**config.mk**
```make
export PLATFORM = sky130hd
export DESIGN_NAME = mul64_dot_acc
export DESIGN_NICKNAME = d
export VERILOG_FILES = /design/src/rtl/mul64_dot_acc.sv
export SDC_FILE = /design/constraint.sdc
export NUM_CORES = 1
export LEC_CHECK = 0
export ABC_AREA = 0
export CAP_MARGIN = 20
export CORE_MARGIN = 8
export CORE_UTILIZATION = 40
export CTS_BUF_LIST = sky130_fd_sc_hd__clkbuf_2
export CTS_CLUSTER_SIZE = 8
export DETAILED_ROUTE_END_ITERATION = 10
export PLACE_DENSITY = 0.67
export RECOVER_POWER = 100
export SETUP_SLACK_MARGIN = 0.4
export SLEW_MARGIN = 20
export SYNTH_ARGS = -nofsm -noshare
export SYNTH_HDL_FRONTEND = slang
export SYNTH_SLANG_ARGS = --single-unit
```
**constraint.sdc**
```tcl
create_clock -name clk -period 8.6 [get_ports clk]
set_clock_uncertainty 0.1 [all_clocks]
set_input_delay 1.72 -clock clk [delete_from_list [all_inputs] [get_ports clk]]
set_output_delay 1.72 -clock clk [all_outputs]
set_load 0.005 [all_outputs]
```
**src/rtl/mul64_dot_acc.sv**
```systemverilog
// Dot-product reduction stage: sums a burst of unsigned products into a wide accumulator
// and presents the final sum over a valid/ready handshake, with a sticky overflow flag.
module mul64_dot_acc #(
  parameter int PROD_W = 128,
  parameter int ACC_W  = 136,
  parameter int CNT_W  = 16
) (
  input  logic              clk,
  input  logic              rst_n,
  input  logic              start,
  input  logic [CNT_W-1:0]  len,
  input  logic              clear,
  input  logic [PROD_W-1:0] prod,
  input  logic              prod_valid,
  output logic              prod_ready,
  output logic [ACC_W-1:0]  acc_out,
  output logic              acc_valid,
  input  logic              acc_ready,
  output logic              overflow,
  output logic              busy
);

  typedef enum logic [1:0] {
    S_IDLE  = 2'd0,
    S_ACCUM = 2'd1,
    S_DONE  = 2'd2
  } state_t;

  state_t             r_state;
  state_t             w_state_nxt;
  logic [ACC_W-1:0]   r_acc;
  logic               r_ovf;
  logic [CNT_W-1:0]   r_rem;

  logic               w_xfer;
  logic               w_last;
  logic [ACC_W:0]     w_sum;

  // Handshake outputs decode straight from state, so they carry no extra flop.
  assign prod_ready = (r_state == S_ACCUM);
  assign acc_valid  = (r_state == S_DONE);
  assign busy       = (r_state != S_IDLE);
  assign acc_out    = r_acc;
  assign overflow   = r_ovf;

  assign w_xfer = prod_ready && prod_valid;
  assign w_last = (r_rem == CNT_W'(1));

  // One extra bit on the adder captures the carry that leaves bit ACC_W-1.
  assign w_sum = {1'b0, r_acc} + {{(ACC_W - PROD_W + 1){1'b0}}, prod};

  // NOTE: state registers use non-blocking (<=) so every flop samples pre-edge values.
  always_ff @(posedge clk or negedge rst_n) begin
    if (!rst_n) begin
      r_state <= S_IDLE;
    end else begin
      r_state <= w_state_nxt;
    end
  end

  // NOTE: the default assignment first keeps this block free of inferred latches.
  always_comb begin
    w_state_nxt = r_state;
    if (clear) begin
      w_state_nxt = S_IDLE;
    end else begin
      case (r_state)
        S_IDLE: begin
          if (start) begin
            w_state_nxt = (len == '0) ? S_DONE : S_ACCUM;
          end
        end
        S_ACCUM: begin
          if (w_xfer && w_last) begin
            w_state_nxt = S_DONE;
          end
        end
        S_DONE: begin
          if (acc_ready) begin
            w_state_nxt = S_IDLE;
          end
        end
        default: w_state_nxt = S_IDLE;
      endcase
    end
  end

  // Datapath: clear only drops the remaining count; the last sum and flag stay visible.
  always_ff @(posedge clk or negedge rst_n) begin
    if (!rst_n) begin
      r_acc <= '0;
      r_ovf <= 1'b0;
      r_rem <= '0;
    end else if (clear) begin
      r_rem <= '0;
    end else begin
      case (r_state)
        S_IDLE: begin
          if (start) begin
            r_acc <= '0;
            r_ovf <= 1'b0;
            r_rem <= len;
          end
        end
        S_ACCUM: begin
          if (w_xfer) begin
            r_acc <= w_sum[ACC_W-1:0];
            r_ovf <= r_ovf | w_sum[ACC_W];
            r_rem <= r_rem - CNT_W'(1);
          end
        end
        default: ;
      endcase
    end
  end

endmodule

```
# Yosys cells after proc, flatten, opt, wreduce, memory -nomap -nowiden
# Cells that the tools add are included.
# word_totals
ff_bits	155
wordCells	43
# classes
add_sub_neg	2
muxes	16
bitwise	2
eq_ne	9
n_reduce_logical	10
# op_table
operator	n
$mux 136	2
$pmux 136 s2	1
$add 136x128->137	1
$mux 16	3
$pmux 16 s2	1
$eq 16x1->1 const B	1
$logic_not 16->1	1
$sub 16x1->16 const B	1
$mux 2	5
$ne 3x2->1 const B	3
$pmux 2 s3	1
$reduce_and 3->1	2
$reduce_and 4->1	1
$reduce_bool 2->1	2
$ne 3x3->1 const B	1
$reduce_bool 3->1	1
$eq 2x1->1 const B	1
$eq 2x2->1 const B	1
$logic_and 1x1->1	2
$logic_not 2->1	1
$mux 1	2
$ne 2x1->1 const B	1
$ne 2x2->1 const B	1
$pmux 1 s2	1
2 further kinds	2

# Longest topological paths before layout
# depth
ltp_word	6
depth_mapped	13
depth_no_buf	13

# Worst setup path after synthesis
# OpenSTA, ideal clock, no wires.
# synth_path
path_type	in2reg
startpoint	input port prod[0]
endpoint	register r_acc[112] (netlist: acc_out[112])
stages	13
path_buffers	0
t_arrival_ns	4.448
setup_slack_ns	3.919
path_cell_list	ha_1 > fa_1 > a21oi_1 > o21ai_0 > a221o_1 > a41oi_1 > o21bai_1 > a211oi_1 > o21ai_0 > a21oi_1 > o21ai_0 > xnor2_1 > o21ai_0
# synth_via
elab_chain_cells	3
# synth_lines
element	line	text
start: declaration	13	input logic [PROD_W-1:0] prod,
$add 136x128->137	50	assign w_sum = {1'b0, r_acc} + {{(ACC_W - PROD_W + 1){1'b0}}, prod};
$mux 136	106	if (w_xfer) begin
$pmux 136 s2	97	case (r_state)
end signal: assignment	107	r_acc <= w_sum[ACC_W-1:0];
end: declaration	31	logic [ACC_W-1:0] r_acc;
# No other way between the ends. The select of a mux whose other input is x is not followed.
# A chain may end at the register's enable or synchronous reset.

# Worst setup path in the final report
# layout_path
startpoint	input port prod_valid
endpoint	register r_acc[132] (netlist: acc_out[132])
# layout_via
elab_chain_cells	3
# layout_lines
element	line	text
start: declaration	14	input logic prod_valid,
$logic_and 1x1->1	46	assign w_xfer = prod_ready && prod_valid;
$ne 2x1->1 (no line)	n/a	
$reduce_and 4->1 (no line)	n/a	
# No other way between the ends.

==> run_results.csv <==
group,metric,value,unit
yosys,synthesis.nets,2245,
cts,post_cts_buffers,0,
setup_path,r2r-start,"r_state[0]",
sta,fin_setup_tns,0,ns
grt,grt_pass1_wl,89600,µm
floorplan,die_y,208,µm
drt,drt_wl_total,56800,µm
grt,grt_overflow,0,
cts,clk-insertion-delay-late,0.87,ns
power_and_ir_drop,p_switching,3.47,mW
power_and_ir_drop,p_int,3.06,mW
floorplan,die_w,208,µm
grt,first_global_vias,15700,
cells_and_area,layout_commonest_cell,"nand2_1",
power_and_ir_drop,leakagePower,7.90,nW
yosys,synthArstFlopShare,1.00,
sta,whs,0.440,ns
status,status,"complete, but fails checks",
min_path,min_to,"acc_out[92]",
cts,clock_sinks,155,
run,maxCapViolCount,4,
sta,final.period_utilization,0.770,
floorplan,initial_utilization,0.404,
yosys,synth_area_per_cell,7.48,µm²
placed_design,numPlacedInstances,2630,
sta,fmax,151,MHz
yosys,netlist_instances,1964,
floorplan,core.rowCount,70,
sta,timing.slew.headroom,-2.63,
cells_and_area,fin_nets,2462,
cts,cts-root-buf,"clkbuf_2",
yosys,yosysWarningCount,0,
drt,drt_first_pass_iters,7,
drt,num_vias,16000,
setup_path,reg2reg_depth,7,
floorplan,die_area,0.0431,mm²
power_and_ir_drop,pwr-share-comb,0.717,
power_and_ir_drop,peakVddDrop,0.149,mV
placed_design,preCtsSetupSlack,2.31,ns
setup_path,crit_type,"input pin to register",
grt,grt_usage,0.255,
setup_path,worstReg2RegEnd,"acc_out[132]",
placed_design,dpl.hpwl,44800,µm
cts,clk_pin_slew,0.25,ns
cells_and_area,mostFrequentLayoutCells,"nand2_1 (287), o21ai_0 (269), a21oi_1 (249)",
cells_and_area,area_growth_syn_to_layout,22.5,%
drt,drtIter0Drc,1275,
yosys,synth-edff-count,0,
yosys,synth_cell_type_count,79,
yosys,yosysSeqAreaShare,0.264,
yosys,netlist_area,0.0147,mm²
power_and_ir_drop,powerDensity,363,mW/mm²
setup_path,critPathArrivalTime,7.31,ns
placed_design,port-buffer-count,289,
sta,rsz0062_at_grt,"no",
setup_path,cp-end-kind,"register",
cts,cts.path.max_buffers,2,
cts,cts_inserted_buffers,17,
setup_path,worstSetupStartpointType,"input pin",
status,violations,"max-capacitance violations, max-slew violations",
power_and_ir_drop,seqPwrFrac,0.214,
cells_and_area,final-instance-count-excl-fill,2664,
setup_path,rrSetupSlack,2.76,ns
placed_design,placed_area,0.0179,mm²
sta,final_hold_viol_count,0,
setup_path,critPathMaxFanout,58,
yosys,synth-seq-cells,155,
grt,grt_antenna_before_repair,3,
cells_and_area,fin_area,0.0180,mm²
sta,worst_pin_slew,5.45,ns
sta,fin_ws,1.98,ns
cts,cts_resized,0,
drt,wl_per_cell,21.3,µm
cts,cts_tree,"done",
drt,viasPerCell,5.99,
min_path,min_from,"acc_out[92]",
min_path,min_path_cells,2,
grt,grt_max_degree,107,
cts,ctsHoldBuffers,0,
floorplan,core_area,0.0363,mm²
yosys,dominantRegCellSynth,"dfrtp_1",
min_path,hp-class,"register to register",
placed_design,place.gp.congestion,0.964,
drt,ant_nets,0,
sta,layout_min_cycle_time,6.62,ns
cells_and_area,drive_gt1_frac,0.0237,
setup_path,cp.required,9.29,ns
power_and_ir_drop,p_clk_frac,0.070,
sta,slew_violations,188,
drt,drc,0,
floorplan,pin_count,290,
sta,setup-violations-final,0,
cts,htreeDepth,4,
power_and_ir_drop,swShare,0.531,
[critical path, cell delays in order]
cell and delay, ns:
dlygate4sd3_1 0.56, mux2i_1 0.24, nand2b_1 1.43, clkbuf_1 1.93
buf_4 0.81, nor3_1 0.14, a21oi_1 0.25, mux2i_1 0.20
[flip-flops by register name (all words and copies together) (netlist names)]
register,flops
r_rem,16
acc_out,136
overflow,1
r_state,2
[through the flow]
stage / utilization / power, mW
after floorplan: - / 4.38
after global placement: 0.491 / 6.12
after detailed placement: 0.491 / 6.17
after CTS: 0.498 / 6.65
after global routing: 0.495 / 7.11
final: 0.495 / 6.53
[worst max path at each step]
stage                    to  slack [ns]  startpoint  depth (start not counted)
6_report       acc_out[132]        1.98  prod_valid                          8
5_1_grt        acc_out[132]        1.67  prod_valid                          8
4_1_cts        acc_out[108]        3.28     prod[0]                         14
3_5_place_dp   acc_out[112]        2.31     prod[0]                         14
3_3_place_gp   acc_out[112]        2.43     prod[0]                         14
2_1_floorplan  acc_out[112]        3.92     prod[0]                         13
[power groups by stage]
stage,logic (mW),registers (mW),clock network (mW)
after global routing,5.17,1.45,0.493
after floorplan,3.05,1.34,0
after detailed placement,4.74,1.42,0
after CTS,4.77,1.41,0.468
after global placement,4.71,1.41,0
final,4.68,1.40,0.454
[synth_stat cells (all sizes together), types with 13 or more instances]
master | number | area share
o21bai | 38 | 0.019
a21boi | 13 | 0.0066
nand4 | 68 | 0.029
clkbuf | 88 | 0.022
inv | 47 | 0.012
a31oi | 15 | 0.0068
nor4 | 24 | 0.011
nor3 | 47 | 0.017
dfrtp | 155 | 0.26
o21a | 18 | 0.0092
a21o | 49 | 0.025
xnor2 | 60 | 0.036
ha | 130 | 0.11
nand2 | 289 | 0.074
xor2 | 58 | 0.035
o211ai | 13 | 0.0073
a211oi | 16 | 0.0092
nor2 | 140 | 0.036
nand3 | 17 | 0.0058
o21ai | 276 | 0.094
a21oi | 249 | 0.087
[final cells by class]
| type | instances | area [µm²] |
|---|---|---|
| Antenna cell | 2 | 5.00 |
| Clock inverter | 15 | 149 |
| Timing Repair Buffer | 296 | 2940 |
| Multi-Input combinational cell | 1664 | 10200 |
| Tap cell | 468 | 586 |
| Fill cell | 3620 | 18400 |
| Clock buffer | 17 | 85.1 |
| Inverter | 47 | 176 |
| Sequential cell | 155 | 3880 |
[routing by layer]
metal | up-vias | wire, µm | track usage | share of wire
li1 | 7626 | - | - | -
met1 | 7594 | 25200 | 0.336 | 0.44
met2 | 626 | 25400 | 0.403 | 0.45
met3 | 105 | 4300 | 0.0655 | 0.076
met4 | 4 | 1920 | 0.0859 | 0.034
met5 | - | 27 | 0 | 0.00048
[logic make-up (layout without fill, tap and decap cells)]
| family | after synthesis | after routing | synth area share |
|---|---|---|---|
| buf+inv | 145 | 375 | 0.0376 |
| flops | 155 | 155 | 0.264 |
| fa+ha+maj | 131 | 131 | 0.112 |
| simple gates | 651 | 651 | 0.202 |
| xor+xnor | 118 | 118 | 0.0704 |
| other cells | 0 | 2 | 0 |
| compound gates | 760 | 760 | 0.311 |
| mux | 4 | 4 | 0.00273 |
Note: power is estimated with default switching activity, not from simulation.
